==> src/rtl/vga_timing_gen.sv <==
// vga_timing_gen
//   Parameterised VGA raster timing generator. A clock divider produces one
//   pixel tick every CLK_DIV clocks. Horizontal and vertical counters walk the
//   raster in the order active, front porch, sync, back porch. The decoded
//   sync, blank and position outputs, plus the per-pixel strobes, leave through
//   a PIPE-deep register pipeline so that all outputs stay mutually aligned.
//
// Ports
//   clk          in   single clock, rising edge
//   rst          in   synchronous active-low reset
//   en           in   run enable; low freezes divider, counters and pipeline
//   hsync        out  horizontal sync, HPOL level inside the sync window
//   vsync        out  vertical sync, VPOL level inside the sync window
//   blank_n      out  high only inside the active region
//   posx [XW]    out  active pixel column, 0 outside the active region
//   posy [YW]    out  active line number, 0 outside the active region
//   pix_valid    out  one-clk strobe for each new pixel
//   line_start   out  one-clk strobe on the first pixel of each line
//   frame_start  out  one-clk strobe on the first pixel of each frame
module vga_timing_gen #(
  parameter int HACTIVE = 640,
  parameter int HFP     = 16,
  parameter int HSYNC   = 96,
  parameter int HBP     = 48,
  parameter int VACTIVE = 480,
  parameter int VFP     = 10,
  parameter int VSYNC   = 2,
  parameter int VBP     = 33,
  parameter int HPOL    = 0,
  parameter int VPOL    = 0,
  parameter int CLK_DIV = 2,
  parameter int PIPE    = 1,
  parameter int XW      = 10,
  parameter int YW      = 9
) (
  input  logic          clk,
  input  logic          rst,
  input  logic          en,
  output logic          hsync,
  output logic          vsync,
  output logic          blank_n,
  output logic [XW-1:0] posx,
  output logic [YW-1:0] posy,
  output logic          pix_valid,
  output logic          line_start,
  output logic          frame_start
);

  localparam int HTOT = HACTIVE + HFP + HSYNC + HBP;
  localparam int VTOT = VACTIVE + VFP + VSYNC + VBP;
  localparam int HCW  = (HTOT > 1) ? $clog2(HTOT) : 1;
  localparam int VCW  = (VTOT > 1) ? $clog2(VTOT) : 1;
  localparam int DW   = (CLK_DIV > 1) ? $clog2(CLK_DIV) : 1;

  localparam logic [DW-1:0]  DIV_LAST     = DW'(CLK_DIV - 1);
  localparam logic [HCW-1:0] H_LAST       = HCW'(HTOT - 1);
  localparam logic [HCW-1:0] H_ACT_LAST   = HCW'(HACTIVE - 1);
  localparam logic [HCW-1:0] H_SYNC_FIRST = HCW'(HACTIVE + HFP);
  localparam logic [HCW-1:0] H_SYNC_LAST  = HCW'(HACTIVE + HFP + HSYNC - 1);
  localparam logic [VCW-1:0] V_LAST       = VCW'(VTOT - 1);
  localparam logic [VCW-1:0] V_ACT_LAST   = VCW'(VACTIVE - 1);
  localparam logic [VCW-1:0] V_SYNC_FIRST = VCW'(VACTIVE + VFP);
  localparam logic [VCW-1:0] V_SYNC_LAST  = VCW'(VACTIVE + VFP + VSYNC - 1);
  localparam logic           HPOL_L       = 1'(HPOL);
  localparam logic           VPOL_L       = 1'(VPOL);

  typedef struct packed {
    logic          hs;
    logic          vs;
    logic          bn;
    logic [XW-1:0] px;
    logic [YW-1:0] py;
    logic          pv;
    logic          ls;
    logic          fs;
  } pix_t;

  // Idle output word: syncs deasserted, blanked, origin, no strobes.
  function automatic pix_t idle_pix();
    pix_t p;
    p.hs = ~HPOL_L;
    p.vs = ~VPOL_L;
    p.bn = 1'b0;
    p.px = '0;
    p.py = '0;
    p.pv = 1'b0;
    p.ls = 1'b0;
    p.fs = 1'b0;
    return p;
  endfunction

  logic [DW-1:0]  r_div;
  logic [HCW-1:0] r_hcnt;
  logic [VCW-1:0] r_vcnt;
  logic           w_tick;
  logic           w_h_act;
  logic           w_v_act;
  logic           w_h_sync;
  logic           w_v_sync;
  pix_t           w_dec;
  pix_t           w_stage0;
  pix_t           r_pipe [PIPE];

  assign w_tick   = en && (r_div == DIV_LAST);
  assign w_h_act  = (r_hcnt <= H_ACT_LAST);
  assign w_v_act  = (r_vcnt <= V_ACT_LAST);
  assign w_h_sync = (r_hcnt >= H_SYNC_FIRST) && (r_hcnt <= H_SYNC_LAST);
  assign w_v_sync = (r_vcnt >= V_SYNC_FIRST) && (r_vcnt <= V_SYNC_LAST);

  // Pixel divider and raster counters; all frozen while en is low.
  always_ff @(posedge clk) begin
    if (!rst) begin
      r_div  <= '0;
      r_hcnt <= '0;
      r_vcnt <= '0;
    end else if (en) begin
      if (w_tick) begin
        r_div <= '0;
        if (r_hcnt == H_LAST) begin
          r_hcnt <= '0;
          if (r_vcnt == V_LAST) begin
            r_vcnt <= '0;
          end else begin
            r_vcnt <= r_vcnt + VCW'(1);
          end
        end else begin
          r_hcnt <= r_hcnt + HCW'(1);
        end
      end else begin
        r_div <= r_div + DW'(1);
      end
    end else begin
      r_div  <= r_div;
      r_hcnt <= r_hcnt;
      r_vcnt <= r_vcnt;
    end
  end

  // Decode the current raster position into an output word.
  always_comb begin
    w_dec = idle_pix();
    if (w_h_sync) begin
      w_dec.hs = HPOL_L;
    end else begin
      w_dec.hs = ~HPOL_L;
    end
    if (w_v_sync) begin
      w_dec.vs = VPOL_L;
    end else begin
      w_dec.vs = ~VPOL_L;
    end
    w_dec.bn = w_h_act && w_v_act;
    w_dec.px = w_h_act ? XW'(r_hcnt) : '0;
    w_dec.py = w_v_act ? YW'(r_vcnt) : '0;
    w_dec.pv = w_tick;
    w_dec.ls = w_tick && (r_hcnt == '0);
    w_dec.fs = w_tick && (r_hcnt == '0) && (r_vcnt == '0);
  end

  // First pipeline stage: strobes follow the tick every clock, while the
  // level fields are captured only on a tick so that each pixel's levels
  // start together with its pix_valid strobe and hold for CLK_DIV clocks.
  always_comb begin
    w_stage0    = r_pipe[0];
    w_stage0.pv = w_dec.pv;
    w_stage0.ls = w_dec.ls;
    w_stage0.fs = w_dec.fs;
    if (w_tick) begin
      w_stage0.hs = w_dec.hs;
      w_stage0.vs = w_dec.vs;
      w_stage0.bn = w_dec.bn;
      w_stage0.px = w_dec.px;
      w_stage0.py = w_dec.py;
    end else begin
      w_stage0.hs = r_pipe[0].hs;
      w_stage0.vs = r_pipe[0].vs;
      w_stage0.bn = r_pipe[0].bn;
      w_stage0.px = r_pipe[0].px;
      w_stage0.py = r_pipe[0].py;
    end
  end

  // Output pipeline; holds its contents while en is low.
  always_ff @(posedge clk) begin
    if (!rst) begin
      for (int i = 0; i < PIPE; i++) begin
        r_pipe[i] <= idle_pix();
      end
    end else if (en) begin
      r_pipe[0] <= w_stage0;
      for (int i = 1; i < PIPE; i++) begin
        r_pipe[i] <= r_pipe[i-1];
      end
    end else begin
      for (int i = 0; i < PIPE; i++) begin
        r_pipe[i] <= r_pipe[i];
      end
    end
  end

  assign hsync   = r_pipe[PIPE-1].hs;
  assign vsync   = r_pipe[PIPE-1].vs;
  assign blank_n = r_pipe[PIPE-1].bn;
  assign posx    = r_pipe[PIPE-1].px;
  assign posy    = r_pipe[PIPE-1].py;
  // A strobe parked in the last stage while frozen must not repeat every
  // clock, so strobes are masked by en; the held strobe is released on the
  // first enabled clock, so no pixel is lost or duplicated.
  assign pix_valid   = r_pipe[PIPE-1].pv && en;
  assign line_start  = r_pipe[PIPE-1].ls && en;
  assign frame_start = r_pipe[PIPE-1].fs && en;

endmodule

==> config.mk <==
export PLATFORM = sky130hd
export DESIGN_NAME = vga_timing_gen
export DESIGN_NICKNAME = d
export VERILOG_FILES = /design/src/rtl/vga_timing_gen.sv
export SDC_FILE = /design/constraint.sdc
export NUM_CORES = 1
export LEC_CHECK = 0
export CAP_MARGIN = 20
export CORE_MARGIN = 4
export CORE_UTILIZATION = 50
export CTS_CLUSTER_DIAMETER = 150
export CTS_CLUSTER_SIZE = 10
export DETAILED_ROUTE_END_ITERATION = 10
export PLACE_DENSITY = 0.87
export SLEW_MARGIN = 20
export SYNTH_ARGS = -nofsm -noshare
export SYNTH_HDL_FRONTEND = slang
export SYNTH_SLANG_ARGS = --single-unit
==> constraint.sdc <==
create_clock -name clk -period 1.9 [get_ports clk]
set_input_delay 0.38 -clock clk [delete_from_list [all_inputs] [get_ports clk]]
set_output_delay 0.38 -clock clk [all_outputs]
set_load 0.02 [all_outputs]
# Word level (Yosys, flattened, before mapping)
# Memory sizes are Yosys's and may differ from the RTL's.
# Index checks and enable logic that the tools add are counted.
# Widths: inputs -> output; s select.
[totals]
ff_bits = 21
ram_bits = 25
input_bits = 3
memories = 1
[mem_list]
columns = ["name", "depth", "word_bits", "read_ports", "rd_ports_with_merged_regs", "wr", "line_no", "rtl"]
rows = [
  ["r_pipe", 1, 25, 1, 0, 1, "102", "pix_t r_pipe [PIPE];"],
]
[classes]
add_sub_neg = 3
order_cmp = 6
n_eq_ne = 2
n_mux = 19
n_reduce_logical = 15
[ops]
columns = ["cell", "n"]
rows = [
  ["$mux 25", 2],
  ["$reduce_or 25->1", 2],
  ["$mux 10", 3],
  ["$mux 22", 1],
  ["$add 10x1->10 const B", 2],
  ["$eq 10x10->1 const B", 2],
  ["$le 10x10->1 const B", 2],
  ["$le 10x9->1 const B", 2],
  ["$logic_not 10->1", 2],
  ["$mux 1", 12],
  ["$ge 10x10->1 const B", 1],
  ["$ge 10x9->1 const B", 1],
  ["$logic_and 1x1->1", 9],
  ["$mux 9", 1],
  ["$reduce_and 3->1", 1],
  ["$reduce_and 2->1", 1],
  ["$add 1x1->1 const B", 1],
]

# Logic depth before layout (Yosys ltp)
[depth]
depth_word = 6
depth_mapped = 6
mapped_depth_nobuf = 6

# Least setup slack after synthesis
# No wires, ideal clock.
[synth_timing]
path_type = "register -> register"
start = "reg r_hcnt[1]"
end = "reg r_vcnt[7]"
setup_ps = 70
arrival_time_ps = 1904
t_required_ps = 1830
slack_ps = -74
stages_incl_launch_ff = 7
cell_sequence = "dfxtp_1 > ha_1 > nand4_2 > or4_1 > buf_2 > or4b_1 > a21boi_1"
[synth_between]
elab_chain_cells = 2
[synth_rtl]
columns = ["element", "line_no", "rtl"]
rows = [
  ["start: declaration", "93", "logic [HCW-1:0] r_hcnt;"],
  ["start signal: assignment", "127", "r_hcnt <= r_hcnt + HCW'(1);"],
  ["start signal: assignment", "134", "r_hcnt <= r_hcnt;"],
  ["$eq 10x10->1", "119", "if (r_hcnt == H_LAST) begin"],
  ["$reduce_and 3->1 (no line)", "--", ""],
  ["end signal: assignment", "124", "r_vcnt <= r_vcnt + VCW'(1);"],
  ["end signal: assignment", "135", "r_vcnt <= r_vcnt;"],
  ["end: declaration", "94", "logic [VCW-1:0] r_vcnt;"],
]
# Every way passes these cells.
# A chain may end at the register's enable or synchronous reset.

# Final worst setup path
[layout_timing]
start = "reg r_hcnt[6]"
end = "reg r_vcnt[7]"
# The elaborated chain is that of the path after synthesis.

==> results.md <==
* All-Layer GR Usage at 16.7%
* Ys async rst share at 0%
* Distinct cells, synth at 42
* Outcome: finished clean
* H-tree depth at 2
* Share of layout cells above drive strength 1 at 19.1%
* First-pass GRT wire length at 8020 um
* Critical path class: reg2reg
* Synthesis-stage register bit count at 46
* Max cap viols at 0
* Final setup vio count at 0
* Cell Count, Final, Fillers Out at 314
* Hold Crit Class: reg2reg
* Layout area overhead at 22.5%
* Clk buf depth at 2
* Crit. End Element: register
* Reg clk slew, reported paths at 0.08 ns
* PortBufs at 27
* Crit path arrival time at 2.06 ns
* Initial antenna violation count at 0
* Fin. max-slew vios at 0
* TritonCTS Buffers at 5
* Die Wd at 76.0 um
* Routed wire length at 4600 um
* Pwr per Cell Area at 652 nW/um^2
* Die area at 5780 sq um
* Hold path startpoint: r_vcnt[6]
* Clk root buf: clkbuf_8
* # fillers at 335
* Register area share after synthesis at 50.6%
* Synth warnings at 0
* Worst reg2reg startpoint: r_hcnt[6]
* Largest net degree at the start of global routing at 23
* PnR worst setup slack at 0.0861 ns
* Hold Vio Cnt, Final at 0
* Die Ht at 76.0 um
* Leakage at 1.09 nW
* Post-synthesis cell count at 226
* Worst Setup SP: r_hcnt[6]
* Dpl ws at -0.329 ns
* Cells after DPL at 304
* Reg2Reg Setup Slack at 0.09 ns
* Wire per inst at 14.6 um
* Clk_skew at 0.00785 ns
* CP required at 2.14 ns
* DRT Pass-1 Iters at 4
* Antenna Nets Post-Route at 0
* Final Critical Period at 1.81 ns
* Achievable Freq at 551 MHz
* Placer congestion estimate at 0.843
* Number of global-route vias before repair at 1728
* Core area at 4410 sq um
* Post-CTS Hold Buffers at 0
* Final Net Count at 269
* Area of the multi-input gates at 967 sq um
* Detailed-route via count at 1774
* Syn Area/Cell at 10.2 sq um
* Most common cell after layout, fill and taps aside: buf_4
* Dpl hpwl at 3310 um
* Sequential Area at 1180 sq um
* Max-slew headroom at 61.6%
* Unrepaired setup endpoints after global routing: false
* Most frequent cells in the layout: buf_4, edfxtp_1, clkdlybuf4s50_1
* Worst Max-Slew Pin Slew at 0.568 ns
* Post-Synthesis Net Count at 234
* Ant diodes at 0
* Top Ports at 28
* Tcrit/Tclk final at 95.5%
* Clk sinks at 46
* Remaining DRCs at 0
* CTS tree: yes
* Setup tns final at 0 ns
* Initial DRC Count at 157
* Drt via density at 5.65
* Worst Path Max Fanout at 5
* Synthesized cell area at 2310 sq um
* Peak VDD IR at 0.336 mV
* GR Overflow Total at 0
* Primary FF master, synth: edfxtp_1
* Crit start category: register
* Post-synth EDFFs at 25
* Row count at 24
* Starting density of the core at 52.4%
* Clock insertion delay at the later pin of the skew report at 0.30 ns
## layer usage
metal	global-route usage (%)	vias to the layer above	wire, um
met2	27.1	60	2250
met1	20.7	835	1940
met4	8.36	0	131
li1	-	867	-
met5	0	-	0
met3	4.14	12	280
## kinds of logic (layout without fill, tap and decap cells)
logic type | Yosys count | count (layout) | share of synthesized area, %
flops | 46 | 46 | 50.6
compound gates | 25 | 25 | 7.03
simple gates | 105 | 105 | 26.7
buf+inv | 35 | 71 | 9.14
xor+xnor | 9 | 9 | 3.41
fa+ha+maj | 5 | 5 | 2.70
mux | 1 | 1 | 0.433
## cells in the mapped netlist (2+ instances only)
| master | count | area share [%] |
|---|---|---|
| dfxtp_1 | 21 | 18 |
| and4_1 | 5 | 1.9 |
| nand3_1 | 8 | 1.7 |
| o21ai_0 | 4 | 0.87 |
| nand4_1 | 4 | 1.1 |
| or2_2 | 2 | 0.54 |
| and2_1 | 19 | 5.1 |
| xor2_1 | 6 | 2.3 |
| buf_4 | 20 | 6.5 |
| and3_1 | 4 | 1.1 |
| clkbuf_1 | 5 | 0.81 |
| o22ai_1 | 2 | 0.54 |
| nor3_1 | 4 | 0.87 |
| nand3b_1 | 2 | 0.65 |
| nor4_1 | 8 | 2.2 |
| or4_1 | 3 | 0.97 |
| a21boi_0 | 4 | 1.3 |
| nand2_1 | 21 | 3.4 |
| a21boi_1 | 2 | 0.65 |
| a21oi_1 | 7 | 1.5 |
| nor4b_1 | 3 | 1.1 |
| buf_2 | 3 | 0.65 |
| nor2_1 | 14 | 2.3 |
| edfxtp_1 | 25 | 32 |
| inv_1 | 6 | 0.97 |
| xnor2_1 | 3 | 1.1 |
| nand2b_1 | 2 | 0.54 |
| ha_1 | 5 | 2.7 |
## state kept, by name (all words and copies together) (netlist names)
name and cells:
r_div 1, r_hcnt 10, r_pipe 25, r_vcnt 10
## path summary, 6_finish.rpt
path	end	depth (start not counted)
worst max register to register	r_vcnt[7]	4
worst min register to register	r_vcnt[6]	2
worst min-delay path	r_vcnt[6]	2
worst max-delay path	r_vcnt[7]	4
## through the flow
stage                     util [%]  power (W)  hold WS (ns)  cell area [sq um]
after floorplan                  -    0.00123         0.455               2340
after global placement        61.1    0.00128         0.468               2700
after detailed placement      61.1    0.00128         0.495               2700
after CTS                     63.4    0.00187         0.527               2800
after global routing          64.2    0.00192         0.597               2830
final                         64.2    0.00185         0.570               2830
## cell type report
cell class              instances  area share (%)
flip-flops and latches         46            41.6
multi-input cells             145            34.1
inverters                       6           0.795
clock buffers                   5            2.43
clock inverters                 3           0.751
repair buffers                 57            18.0
well taps                      52            2.30
## worst max-delay path: stages (launching register included)
cell and delay (ns):
dfxtp_1 0.32, nand4bb_4 0.26, or4_4 0.54, or4b_4 0.53
a21boi_2 0.12
## power breakdown
group          internal, W  leakage (nW)  switching, W  total, W
sequential         0.00108         0.429     0.0000139   0.00109
clock             0.000258        0.0441      0.000331  0.000590
combinational    0.0000755         0.615     0.0000906  0.000166
total              0.00141          1.09      0.000436   0.00185
## what timing repair did
item	in CTS	in global routing
pin swaps	1	3
setup buffers	0	2
gates resized for setup	6	8
endpoints found under the setup margin	4	5
(Power assumes the default switching activity.)
